[config.mk]
export PLATFORM = sky130hd
export DESIGN_NAME = gen_clk_ctrl
export DESIGN_NICKNAME = d
export VERILOG_FILES = /design/src/rtl/gen_clk_pkg.sv /design/src/rtl/clk_edge_mon.sv /design/src/rtl/gen_clk_ctrl.sv
export SDC_FILE = /design/constraint.sdc
export NUM_CORES = 1
export LEC_CHECK = 0
export BUFFER_PORTS_ARGS = -buffer_cell sky130_fd_sc_hd__buf_2
export CELL_PAD_IN_SITES_DETAIL_PLACEMENT = 0
export CELL_PAD_IN_SITES_GLOBAL_PLACEMENT = 1
export CORE_MARGIN = 2
export CORE_UTILIZATION = 42
export CTS_CLUSTER_SIZE = 8
export DETAILED_ROUTE_END_ITERATION = 16
export PLACE_DENSITY_LB_ADDON = 0.1
export SYNTH_ARGS = -nofsm -noshare
export SYNTH_HDL_FRONTEND = slang
export SYNTH_SLANG_ARGS = --single-unit
[constraint.sdc]
create_clock -name clk_8f -period 2.4 [get_ports clk_8f]
set_input_delay 0.24 -clock clk_8f [delete_from_list [all_inputs] [get_ports clk_8f]]
set_output_delay 0.24 -clock clk_8f [all_outputs]
set_load 0.005 [all_outputs]
[src/rtl/gen_clk_pkg.sv]
// Shared encodings for the clk_8f divider start-up sequencer: FSM states,
// fault cause codes and the widths of the internal counters.
package gen_clk_pkg;

    typedef enum logic [2:0] {
        IDLE  = 3'd0,
        HOLD  = 3'd1,
        WARM  = 3'd2,
        CHECK = 3'd3,
        RUN   = 3'd4,
        FAULT = 3'd5
    } state_t;

    typedef enum logic [1:0] {
        FC_NONE    = 2'd0,
        FC_TIMEOUT = 2'd1,
        FC_PERIOD  = 2'd2,
        FC_PHASE   = 2'd3
    } fault_code_t;

    localparam int             GAP_W   = 4;
    localparam logic [GAP_W-1:0] GAP_MAX = 4'd15;
    localparam int             CNT_W   = 8;

endpackage

[src/rtl/clk_edge_mon.sv]
// Samples one divided clock on clk_8f, detects its edges and measures the
// gap between them with a saturating counter.
module clk_edge_mon
    import gen_clk_pkg::*;
#(
    parameter int HALF = 4
) (
    input  logic clk,
    input  logic rst,
    input  logic clk_in,
    output logic edge_det,
    output logic gap_err,
    output logic missing
);

    logic             q_q, q_d;
    logic             p_q, p_d;
    logic [GAP_W-1:0] gap_q, gap_d;

    // The gap judged at an edge is the count before it reloads to 1.
    always_comb begin
        q_d      = clk_in;
        p_d      = q_q;
        edge_det = q_q ^ p_q;
        gap_d    = gap_q;
        if (edge_det) begin
            gap_d = GAP_W'(1);
        end else if (gap_q != GAP_MAX) begin
            gap_d = gap_q + GAP_W'(1);
        end
        gap_err = edge_det && (gap_q != GAP_W'(HALF));
        missing = !edge_det && (gap_q > GAP_W'(HALF));
    end

    always_ff @(posedge clk or posedge rst) begin
        if (rst) begin
            q_q   <= 1'b0;
            p_q   <= 1'b0;
            gap_q <= '0;
        end else begin
            q_q   <= q_d;
            p_q   <= p_d;
            gap_q <= gap_d;
        end
    end

endmodule

[src/rtl/gen_clk_ctrl.sv]
// Brings the clk_8f divider out of reset, verifies clk_2f/clk_f period and
// alignment, then asserts clk_ok; any deviation latches a sticky fault.
module gen_clk_ctrl
    import gen_clk_pkg::*;
#(
    parameter int HOLD_CYC    = 4,
    parameter int TIMEOUT     = 16,
    parameter int CHECK_EDGES = 3,
    parameter int F_HALF      = 4,
    parameter int F2_HALF     = 2
) (
    input  logic       clk_8f,
    input  logic       rst,
    input  logic       start,
    input  logic       stop,
    input  logic       clear,
    input  logic       clk_2f,
    input  logic       clk_f,
    output logic       div_rst,
    output logic       div_enb,
    output logic       clk_ok,
    output logic       fault,
    output logic [1:0] fault_code,
    output logic [2:0] state
);

    logic f_edge, f_gap_err, f_missing;
    logic f2_edge, f2_gap_err, f2_missing;
    logic f_phase, f_period;

    state_t           state_q, state_d;
    logic [CNT_W-1:0] cyc_q, cyc_d;
    logic [CNT_W-1:0] good_q, good_d;
    fault_code_t      fault_code_q, fault_code_d;
    logic             div_rst_q, div_rst_d;
    logic             div_enb_q, div_enb_d;
    logic             clk_ok_q, clk_ok_d;
    logic             fault_q, fault_d;

    clk_edge_mon #(.HALF(F_HALF)) u_mon_f (
        .clk      (clk_8f),
        .rst      (rst),
        .clk_in   (clk_f),
        .edge_det (f_edge),
        .gap_err  (f_gap_err),
        .missing  (f_missing)
    );

    clk_edge_mon #(.HALF(F2_HALF)) u_mon_f2 (
        .clk      (clk_8f),
        .rst      (rst),
        .clk_in   (clk_2f),
        .edge_det (f2_edge),
        .gap_err  (f2_gap_err),
        .missing  (f2_missing)
    );

    assign f_phase  = f_edge && !f2_edge;
    assign f_period = f_gap_err || f_missing || f2_gap_err || f2_missing;

    always_comb begin
        state_d      = state_q;
        cyc_d        = '0;
        good_d       = good_q;
        fault_code_d = fault_code_q;
        case (state_q)
            IDLE: begin
                if (start && !stop) state_d = HOLD;
            end
            HOLD: begin
                if (stop) begin
                    state_d = IDLE;
                end else if (cyc_q == CNT_W'(HOLD_CYC - 1)) begin
                    state_d = WARM;
                end else begin
                    cyc_d = cyc_q + CNT_W'(1);
                end
            end
            WARM: begin
                if (stop) begin
                    state_d = IDLE;
                end else if (f_edge) begin
                    if (f2_edge) begin
                        state_d = CHECK;
                        good_d  = '0;
                    end else begin
                        state_d      = FAULT;
                        fault_code_d = FC_PHASE;
                    end
                end else if (cyc_q == CNT_W'(TIMEOUT - 1)) begin
                    state_d      = FAULT;
                    fault_code_d = FC_TIMEOUT;
                end else begin
                    cyc_d = cyc_q + CNT_W'(1);
                end
            end
            CHECK, RUN: begin
                // Phase errors outrank period errors when both appear at once.
                if (stop) begin
                    state_d = IDLE;
                end else if (f_phase) begin
                    state_d      = FAULT;
                    fault_code_d = FC_PHASE;
                end else if (f_period) begin
                    state_d      = FAULT;
                    fault_code_d = FC_PERIOD;
                end else if (f_edge && (state_q == CHECK)) begin
                    good_d = good_q + CNT_W'(1);
                    if (good_q == CNT_W'(CHECK_EDGES - 1)) state_d = RUN;
                end
            end
            FAULT: begin
                if (clear) begin
                    state_d      = IDLE;
                    fault_code_d = FC_NONE;
                end
            end
            default: begin
                state_d      = IDLE;
                fault_code_d = FC_NONE;
            end
        endcase

        // Outputs follow the state being entered so they register with it.
        div_rst_d = 1'b1;
        div_enb_d = 1'b0;
        clk_ok_d  = 1'b0;
        fault_d   = 1'b0;
        case (state_d)
            WARM, CHECK: begin
                div_rst_d = 1'b0;
                div_enb_d = 1'b1;
            end
            RUN: begin
                div_rst_d = 1'b0;
                div_enb_d = 1'b1;
                clk_ok_d  = 1'b1;
            end
            FAULT: begin
                fault_d = 1'b1;
            end
            default: begin
                div_rst_d = 1'b1;
            end
        endcase
    end

    always_ff @(posedge clk_8f or posedge rst) begin
        if (rst) begin
            state_q      <= IDLE;
            cyc_q        <= '0;
            good_q       <= '0;
            fault_code_q <= FC_NONE;
            div_rst_q    <= 1'b1;
            div_enb_q    <= 1'b0;
            clk_ok_q     <= 1'b0;
            fault_q      <= 1'b0;
        end else begin
            state_q      <= state_d;
            cyc_q        <= cyc_d;
            good_q       <= good_d;
            fault_code_q <= fault_code_d;
            div_rst_q    <= div_rst_d;
            div_enb_q    <= div_enb_d;
            clk_ok_q     <= clk_ok_d;
            fault_q      <= fault_d;
        end
    end

    assign div_rst    = div_rst_q;
    assign div_enb    = div_enb_q;
    assign clk_ok     = clk_ok_q;
    assign fault      = fault_q;
    assign fault_code = fault_code_q;
    assign state      = state_q;

endmodule

* After elaboration in Yosys (flattened, before gate mapping)
Cells that the tools add are included.
** Storage, ports and cells
- Input port bits :: 7
- Memories kept :: 0
- Bits in latches :: 0
- Memory bits (writable) :: 0
- ROM bits :: 0
- Register bits after elaboration :: 37
** Operators by class
- Div/mod/pow operators :: 0
- Add/subtract/negate cells :: 4
- Mux-type cells :: 45
- Magnitude comparators :: 2
- Bitwise gates (word level) :: 3
- Equality and inequality tests :: 27
- Reduce and logical (&&, ||, !) cells :: 22
- Shifts and indexed selects :: 0
- $mul :: 0
** Operator list (count)
- two-way mux 8 bit :: 12
- two-way mux 3 bit :: 13
- one-hot mux 8 bit (2 select lines) :: 2
- adder 8 x 1 -> 8 bit (second input constant) :: 2
- == test 8 x 2 -> 1 bit (second input constant) :: 2
- two-way mux 2 bit :: 8
- two-way mux 4 bit :: 4
- inequality test 2 bit (second input constant) :: 8
- one-hot mux 3 bit (5 select lines) :: 1
- == test 3 x 2 -> 1 bit (second input constant) :: 4
- == test 3 bit (second input constant) :: 4
- inequality test 3 bit (second input constant) :: 3
- adder 4 x 1 -> 4 bit (second input constant) :: 2
- == test 8 x 4 -> 1 bit (second input constant) :: 1
- inequality test 4 bit (second input constant) :: 2
- one-hot mux 2 bit (4 select lines) :: 1
- AND reduction 8 bit :: 1
- logical AND 1 bit :: 7
- AND reduction 7 bit :: 1
- nonzero test 2 bit :: 3
- greater-than comparator 4 x 2 -> 1 bit (second input constant) :: 1
- greater-than comparator 4 x 3 -> 1 bit (second input constant) :: 1
- two-way mux 1 bit :: 4
- inequality test 4 x 2 -> 1 bit (second input constant) :: 1
- 9 further kinds :: 15

* Logic depth before layout (Yosys ltp)
Gate-level depths: netlist (run 1).
- Word-level depth :: 13
- Mapped depth :: 8
- Mapped depth without buffers :: 8

* Modules after synthesis
A second synthesis (run 1) with hierarchy kept.
** Second synthesis, totals
- Cell total of the unflattened synthesis :: 211
- Area, all modules :: 2048.2 µm²
** Modules (own cells, without submodules)
- gen_clk_ctrl :: instances 1, sequential area each 626.9 µm², cells an instance 155, area each 1461.4 µm²
- clk_edge_mon at u_mon_f2 :: instances 1, sequential area each 150.1 µm², cells an instance 29, area each 296.5 µm²
- clk_edge_mon at u_mon_f :: instances 1, sequential area each 150.1 µm², cells an instance 27, area each 290.3 µm²

* Worst setup path after synthesis (run 1)
Ideal clock, no wire load.
- Path kind :: reg2reg
- Start :: register cyc_q[5]
- End :: register fault_q (netlist: fault)
- Data required time :: 2.281 ns
- Path buffers :: 1
- Clock period less this slack :: 2.363 ns
- Stages on the path, launching flop included :: 7
- Path slack :: 0.037 ns
- Arrival time :: 2.244 ns
- Library setup time :: 0.119 ns
- Cell sequence :: dfrtp_1 -> or4_4 -> or3_4 -> o21a_1 -> or4_1 -> buf_2 -> o21a_1
** On the way
- Word-level cells in the longest chain between the ends :: 7
** Ends and longest elaborated chain
- start: declaration :: RTL line gen_clk_ctrl.sv:32 : logic [CNT_W-1:0] cyc_q, cyc_d;
- start signal: assignment :: RTL line gen_clk_ctrl.sv:160 : cyc_q <= cyc_d;
- == test 8 x 4 -> 1 bit :: RTL line gen_clk_ctrl.sv:90 : end else if (cyc_q == CNT_W'(TIMEOUT - 1)) begin
- two-way mux 3 bit :: RTL line gen_clk_ctrl.sv:90
- two-way mux 3 bit :: RTL line gen_clk_ctrl.sv:82 : end else if (f_edge) begin
- two-way mux 3 bit :: RTL line gen_clk_ctrl.sv:80 : if (stop) begin
- one-hot mux 3 bit (5 select lines) (*) :: RTL line gen_clk_ctrl.sv:66 : case (state_q)
- via state_d[0] :: RTL line gen_clk_ctrl.sv:31 : state_t state_q, state_d;
- == test 3 bit (*) :: RTL line gen_clk_ctrl.sv:129 : case (state_d)
- two-way mux 1 bit (*) :: RTL line gen_clk_ctrl.sv:129
- via fault_d :: RTL line gen_clk_ctrl.sv:38 : logic fault_q, fault_d;
- end signal: assignment :: RTL line gen_clk_ctrl.sv:166 : fault_q <= fault_d;
- end: declaration :: RTL line gen_clk_ctrl.sv:38
The timed path passes the listed nets; every way through them passes the cells marked *.
A chain may end at the register's enable or synchronous reset.

* Worst setup path after layout (run 1)
- Start :: register u_mon_f.gap_q[1]
- End :: register fault_q (netlist: fault)
** On the way
- Word-level cells in the longest chain between the ends :: 11
** Ends and longest elaborated chain
- start: declaration :: RTL line clk_edge_mon.sv:18 : logic [GAP_W-1:0] gap_q, gap_d;
- start signal: assignment :: RTL line clk_edge_mon.sv:43 : gap_q <= gap_d;
- greater-than comparator 4 x 3 -> 1 bit or inequality test 4 x 3 -> 1 bit (tied branches) :: RTL line clk_edge_mon.sv:32, clk_edge_mon.sv:31
- logical AND 1 bit (on tied branches) :: RTL line clk_edge_mon.sv:32, clk_edge_mon.sv:31
- logical OR 1 bit (*) (3 in a row) :: RTL line gen_clk_ctrl.sv:59 : assign f_period = f_gap_err || f_missing || f2_gap_err || f2_missing;
- two-way mux 3 bit (*) :: RTL line gen_clk_ctrl.sv:104 : end else if (f_period) begin
- two-way mux 3 bit (*) :: RTL line gen_clk_ctrl.sv:101 : end else if (f_phase) begin
- two-way mux 3 bit (*) :: RTL line gen_clk_ctrl.sv:99 : if (stop) begin
- one-hot mux 3 bit (5 select lines) (*) :: RTL line gen_clk_ctrl.sv:66
- == test 3 bit (*) :: RTL line gen_clk_ctrl.sv:129
- two-way mux 1 bit (*) :: RTL line gen_clk_ctrl.sv:129
- via fault_d :: RTL line gen_clk_ctrl.sv:38
Marks and branches as above.

==> impl_metrics.env, run 1 <==
export IMPL_run_status="finished, final reports clean"
export IMPL_arrival_ns=2.48
export IMPL_num_rows=25
export IMPL_clock_sinks=37
export IMPL_core_area_um2=4720
export IMPL_overflow=0
export IMPL_synthToLayoutAreaGrowth_pct=18.8
export IMPL_dr_pass1_iters=4
export IMPL_drive_gt1_frac=0.234
export IMPL_hold_path_class="in -> async"
export IMPL_synth_edf_count=0
export IMPL_syn_instance_count=217
export IMPL_antenna_found_initial=0
export IMPL_cp_required_ns=2.58
export IMPL_cp_max_fo=5
export IMPL_grt_max_degree=38
export IMPL_grt_pass1_vias=1753
export IMPL_cts_root_buf="clkbuf_8"
export IMPL_synth_main_ff_cell="dfrtp_1"
export IMPL_ant_nets=0
export IMPL_yosys_top_cells_area="dfrtp_1 44%, nor2_1 4.9%, ha_1 4.2%"
export IMPL_die_w_um=74.1
export IMPL_fin_skew_ns=0.00762
export IMPL_track_usage=0.188
export IMPL_p_sw_frac=0.306
export IMPL_drv_cap=0
export IMPL_post_cts_setup_buffer_count=0
export IMPL_p_sw_mw=0.496
export IMPL_drt_total_wl_mm=4.64
export IMPL_gp_congestion=0.938
export IMPL_cts_buffers=5
export IMPL_htree_levels=2
export IMPL_relSlewSlack=0.532
export IMPL_drt_iter0_drc=49
export IMPL_setup_violations=0
export IMPL_yosysTopAreaCellShare=0.436
export IMPL_setup_tns_ns=0
export IMPL_final_cell_mix="36 x dfrtp_1, 27 x nor2_1, 19 x buf_4"
export IMPL_ioPinCount=16
export IMPL_p_leak_nw=1.12
export IMPL_dp_cells=311
export IMPL_maxSlewViolCount=0
export IMPL_ys_seq_area_frac=0.449
export IMPL_p_per_area_nw_per_um2=660
export IMPL_post_synth_top_area_cell="dfrtp_1"
export IMPL_post_route_period_util=0.958
export IMPL_insertion_delay_ns=0.29
export IMPL_tritoncts="done"
export IMPL_end_kind="flop"
export IMPL_io_buffers=15
export IMPL_peakVddDrop_mv=0.309
export IMPL_timing_final_crit_period_ns=2.30
export IMPL_antenna_cells=0
export IMPL_die_area_um2=5490
export IMPL_dpl_hpwl_mm=3.47
export IMPL_drc_errors=0
export IMPL_netlist_area_um2=2060
export IMPL_cts_buffer_depth=2
export IMPL_layout_commonest_cell="dfrtp_1"
export IMPL_vias=1719
export IMPL_wl_per_cell_um=14.5
export IMPL_ys_async_sr_fraction=1.00
export IMPL_cts_hold_buffers=0
export IMPL_power_frac_seq=0.458
export IMPL_yosys_cell_types_count=49
export IMPL_fin_cells=319
export IMPL_clk_pin_slew_ns=0.08
export IMPL_criticalPathCategory="reg -> reg"
export IMPL_yosys_warnings=0
export IMPL_synth_area_per_cell_um2=9.51
export IMPL_p_comb_frac=0.246
export IMPL_rsz0062_at_grt="false"
export IMPL_initial_utilization=0.437
export IMPL_synth_seq_cells=37
export IMPL_synth_nets=231
export IMPL_n_fill_cell=442
export IMPL_viasPerCell=5.39
export IMPL_clock_fmax_mhz=435
export IMPL_p_int_mw=1.12
export IMPL_grt_pass1_wl_mm=7.98
export IMPL_tightest_slew_ns=0.696
export IMPL_clkPwrFrac=0.297
export IMPL_hold_viol_final=0
export IMPL_die_h_um=74.1
export IMPL_critPathLaunchType="flop"
export IMPL_fin_nets=265
## kinds of logic after synthesis
kind of cell               share of synthesized area
muxes                                         0.0376
and+or+nand+nor                                0.245
xor gates and xnor gates                      0.0467
AOI/OAI and AO/OA                              0.148
buffers and inverters                         0.0315
DFF                                            0.449
adders and majority gates                     0.0424
## Yosys cell counts (3+ instances only)
cell	n
a211oi_1	5
a21o_1	3
a21oi_1	8
and3_1	3
clkbuf_1	6
dfrtp_1	36
ha_1	7
inv_1	10
mux2_2	6
nand2_1	11
nand2b_1	4
nand3_1	9
nand4_1	4
nor2_1	27
nor2b_1	5
nor3_1	7
o21a_1	4
o21ai_0	9
or3_1	4
xnor2_1	7
xor2_1	4
## repair_timing
action	in CTS	in global routing
pin swaps	0	1
resized for setup	1	2
cloned	0	0
endpoints found under the setup margin	1	4
## critical path: stages (launching register included)
cell and delay, ns:
dfrtp_1 0.40, inv_1 0.07, ha_1 0.13, nor2b_1 0.05, or4_4 0.44, o41a_1 0.45, or4_4 0.46, o21a_1 0.19
## path summary, 6_finish.rpt
path                                                to                         start  slack (ns)  cells after the start
worst max register to register         fault$_DFF_PP0_  u_mon_f.gap_q[1]$_DFFE_PP0P_        0.10                      7
worst max-delay path                   fault$_DFF_PP0_  u_mon_f.gap_q[1]$_DFFE_PP0P_        0.10                      7
max in group asynchronous            div_rst$_DFF_PP1_                           rst        1.98                      3
min in group clk_8f             u_mon_f2.p_d$_DFF_PP0_                        clk_2f        0.06                      1
worst min register to register   u_mon_f.p_q$_DFF_PP0_         u_mon_f.p_d$_DFF_PP0_        0.44                      0
worst min-delay path                cyc_q[2]$_DFF_PP0_                           rst        0.06                      3
## cell type report
class,count,area (µm²),area share
clock buffers,7,96.3,0.0393
flip-flops and latches,37,927,0.378
multi-input cells,163,1090,0.443
repair buffers,34,218,0.0887
well taps,67,83.8,0.0342
clock inverters,1,5.00,0.00204
inverters,10,37.5,0.0153
## power by group through the flow
stage | clock network [mW] | logic [mW] | registers (mW)
CTS | 0.492 | 0.393 | 0.739
global route | 0.521 | 0.447 | 0.749
finish | 0.481 | 0.398 | 0.741
floorplan | 0 | 0.241 | 0.746
global placement | 0 | 0.373 | 0.746
detailed placement | 0 | 0.387 | 0.751
## state kept, by name, summed over array words and instances, names as in the netlist
name and count:
good_q 8, u_mon_f2.gap_q 4, fault_code 2, u_mon_f.gap_q 4
cyc_q 8, u_mon_f.p_q 1, state 3, clk_ok 1
div_rst 1, u_mon_f2.p_d 1, fault 1, div_enb 1
u_mon_f2.p_q 1, u_mon_f.p_d 1
## per-layer routing
metal	routed length [µm]	vias up	GRT usage
met5	0	-	0
met4	53	0	0.0707
met3	148	6	0.0325
met2	2210	33	0.310
met1	2230	831	0.248
li1	-	849	-
## metrics by stage
stage / hold WS, ns / power (mW) / util / instance area (µm²) / setup WS (ns)
final: 0.0579 / 1.62 / 0.519 / 2450 / 0.100
after global routing: 0.0470 / 1.72 / 0.519 / 2450 / 0.00980
after CTS: 0.0565 / 1.62 / 0.517 / 2440 / 0.0559
after detailed placement: 0.355 / 1.14 / 0.495 / 2340 / 0.00592
after global placement: 0.351 / 1.12 / 0.495 / 2340 / 0.0313
after floorplan: 0.271 / 0.986 / - / 2060 / 0.0374
Note: power is estimated with default switching activity, not from simulation.
==> run 2: changes to the inputs <==
--- a/config.mk
+++ b/config.mk
@@ -8,11 +8,12 @@
 export BUFFER_PORTS_ARGS = -buffer_cell sky130_fd_sc_hd__buf_2
 export CELL_PAD_IN_SITES_DETAIL_PLACEMENT = 0
 export CELL_PAD_IN_SITES_GLOBAL_PLACEMENT = 1
-export CORE_MARGIN = 2
+export CORE_MARGIN = 5
 export CORE_UTILIZATION = 42
 export CTS_CLUSTER_SIZE = 8
 export DETAILED_ROUTE_END_ITERATION = 16
 export PLACE_DENSITY_LB_ADDON = 0.1
+export SETUP_SLACK_MARGIN = 0.4
 export SYNTH_ARGS = -nofsm -noshare
 export SYNTH_HDL_FRONTEND = slang
 export SYNTH_SLANG_ARGS = --single-unit
==> impl_metrics.env, run 2 (synthesized netlist as in run 1, its figures left out) <==
export IMPL_die_area_um2=6420
export IMPL_overflow=0
export IMPL_dr_pass1_iters=4
export IMPL_insertion_delay_ns=0.29
export IMPL_antenna_cells=0
export IMPL_drt_iter0_drc=72
export IMPL_critPathMaxStageDelay_ns=0.55
export IMPL_clock_fmax_mhz=445
export IMPL_drive_gt1_frac=0.270
export IMPL_rrSetupSlack_ns=0.15
export IMPL_reg2reg_from="cyc_q[7]$_DFF_PP0_"
export IMPL_maxSlewViolCount=0
export IMPL_num_rows=25
export IMPL_reg2reg_depth=5
export IMPL_critPathLaunchType="flop"
export IMPL_cp_slowest_cell="or4_4"
export IMPL_reg_top3="cyc_q: 8 flops, good_q: 8 flops"
export IMPL_rsz0062_at_grt="true"
export IMPL_worst_slack_ns=0.154
export IMPL_antenna_found_initial=0
export IMPL_p_per_area_nw_per_um2=699
export IMPL_tightest_slew_ns=0.616
export IMPL_clkPwrFrac=0.358
export IMPL_p_int_mw=1.29
export IMPL_utilization=0.542
export IMPL_grt_pass1_wl_mm=8.38
export IMPL_layout_commonest_cell="dfrtp_1"
export IMPL_crit_chain="or4_4 > or3_4 > o21a_1 > or4_4 > o21a_1"
export IMPL_n_fill_cell=436
export IMPL_io_buffers=15
export IMPL_drv_cap=0
export IMPL_timing_final_crit_period_ns=2.25
export IMPL_drc_errors=0
export IMPL_critPathBufInv=0
export IMPL_die_h_um=80.1
export IMPL_hold_path_class="in -> async"
export IMPL_cts_buffers=5
export IMPL_setup_tns_ns=0
export IMPL_cts_root_buf="clkbuf_8"
export IMPL_fin_skew_ns=0.0117
export IMPL_clock_sinks=37
export IMPL_fin_area_um2=2580
export IMPL_fin_nets=269
export IMPL_hold_viol_final=0
export IMPL_grt_pass1_vias=1832
export IMPL_arrival_ns=2.42
export IMPL_place_area_um2=2340
export IMPL_final_cell_mix="36 x dfrtp_1, 27 x nor2_1, 23 x buf_4"
export IMPL_end_kind="flop"
export IMPL_core_area_um2=4750
export IMPL_p_sw_frac=0.286
export IMPL_cp_required_ns=2.58
export IMPL_peakVddDrop_mv=0.444
export IMPL_ant_nets=0
export IMPL_cp_top_family="simple AND/OR/NAND/NOR gates"
export IMPL_cp_max_fo=5
export IMPL_pre_cts_ws_ns=0.00882
export IMPL_run_status="finished, final reports clean"
export IMPL_wl_per_cell_um=14.9
export IMPL_vias=1734
export IMPL_viasPerCell=5.37
export IMPL_gp_congestion=0.842
export IMPL_power_frac_seq=0.407
export IMPL_ioPinCount=16
export IMPL_synthToLayoutAreaGrowth_pct=24.9
export IMPL_drt_total_wl_mm=4.81
export IMPL_grt_max_degree=38
export IMPL_finalPower_mw=1.80
export IMPL_p_sw_mw=0.515
export IMPL_initial_utilization=0.434
export IMPL_relSlewSlack=0.586
export IMPL_die_w_um=80.1
export IMPL_clk_pin_slew_ns=0.09
export IMPL_cts_buffer_depth=2
export IMPL_p_comb_frac=0.235
export IMPL_post_route_period_util=0.936
export IMPL_tritoncts="done"
export IMPL_p_leak_nw=1.17
export IMPL_dpl_hpwl_mm=3.50
export IMPL_criticalPathCategory="reg -> reg"
export IMPL_r2r_end="fault$_DFF_PP0_"
export IMPL_setup_violations=0
export IMPL_track_usage=0.167
export IMPL_htree_levels=2
==> run 2: power groups by stage <==
stage	Sequential, mW	Clock [mW]	Combinational (mW)
5_1_grt	0.743	0.686	0.472
4_1_cts	0.733	0.657	0.418
3_5_place_dp	0.745	0	0.397
6_report	0.735	0.646	0.423
2_1_floorplan	0.746	0	0.242
3_3_place_gp	0.740	0	0.387
==> run 2: layout make-up <==
class | instances | area, µm² | share of cell area
flip-flops and latches | 37 | 927 | 0.360
well taps | 67 | 83.8 | 0.0325
clock buffers | 5 | 68.8 | 0.0267
clock inverters | 3 | 65.1 | 0.0252
multi-input cells | 163 | 1150 | 0.445
repair buffers | 38 | 248 | 0.0961
inverters | 10 | 37.5 | 0.0146
==> run 2: per-layer routing <==
metal	track usage	up-vias	part of all wire
li1	-	858	-
met1	0.217	835	0.46
met2	0.275	33	0.49
met3	0.0359	8	0.032
met4	0.0574	0	0.015
met5	0	-	0
==> run 2: how the worst max path moves through the flow <==
stage                            startpoint                         to  slack, ns  cells past startpoint
3_3_place_gp             cyc_q[7]$_DFF_PP0_            fault$_DFF_PP0_       0.04                      5
2_1_floorplan            cyc_q[7]$_DFF_PP0_            fault$_DFF_PP0_       0.10                      6
4_1_cts        u_mon_f.gap_q[0]$_DFFE_PP0P_            fault$_DFF_PP0_        0.1                      7
6_report                 cyc_q[7]$_DFF_PP0_            fault$_DFF_PP0_       0.15                      5
5_1_grt                  cyc_q[7]$_DFF_PP0_  fault_code[1]$_DFFE_PP0P_       0.08                      5
3_5_place_dp             cyc_q[7]$_DFF_PP0_            fault$_DFF_PP0_      0.009                      5
==> run 2: what timing repair did <==
item / 4_1_cts / 5_1_grt
endpoints found under the hold margin: 0 / 0
buffers inserted: 4 / 1
endpoints found under the setup margin: 15 / 17
resized for setup: 3 / 8
gates cloned: 0 / 0
pin swaps: 3 / 4
hold buffers: 0 / 0
==> run 2: metrics by stage <==
stage / std cells / hold WS [ns]
after floorplan: 217 / 0.271
after global placement: 310 / 0.351
after detailed placement: 310 / 0.351
after CTS: 322 / 0.0464
after global routing: 323 / 0.0514
final: 323 / 0.0378
==> run 2: tightest hold or removal path, stage by stage <==
cell	delay, ns
buf_2	0.09
inv_1	0.04
buf_4	0.40
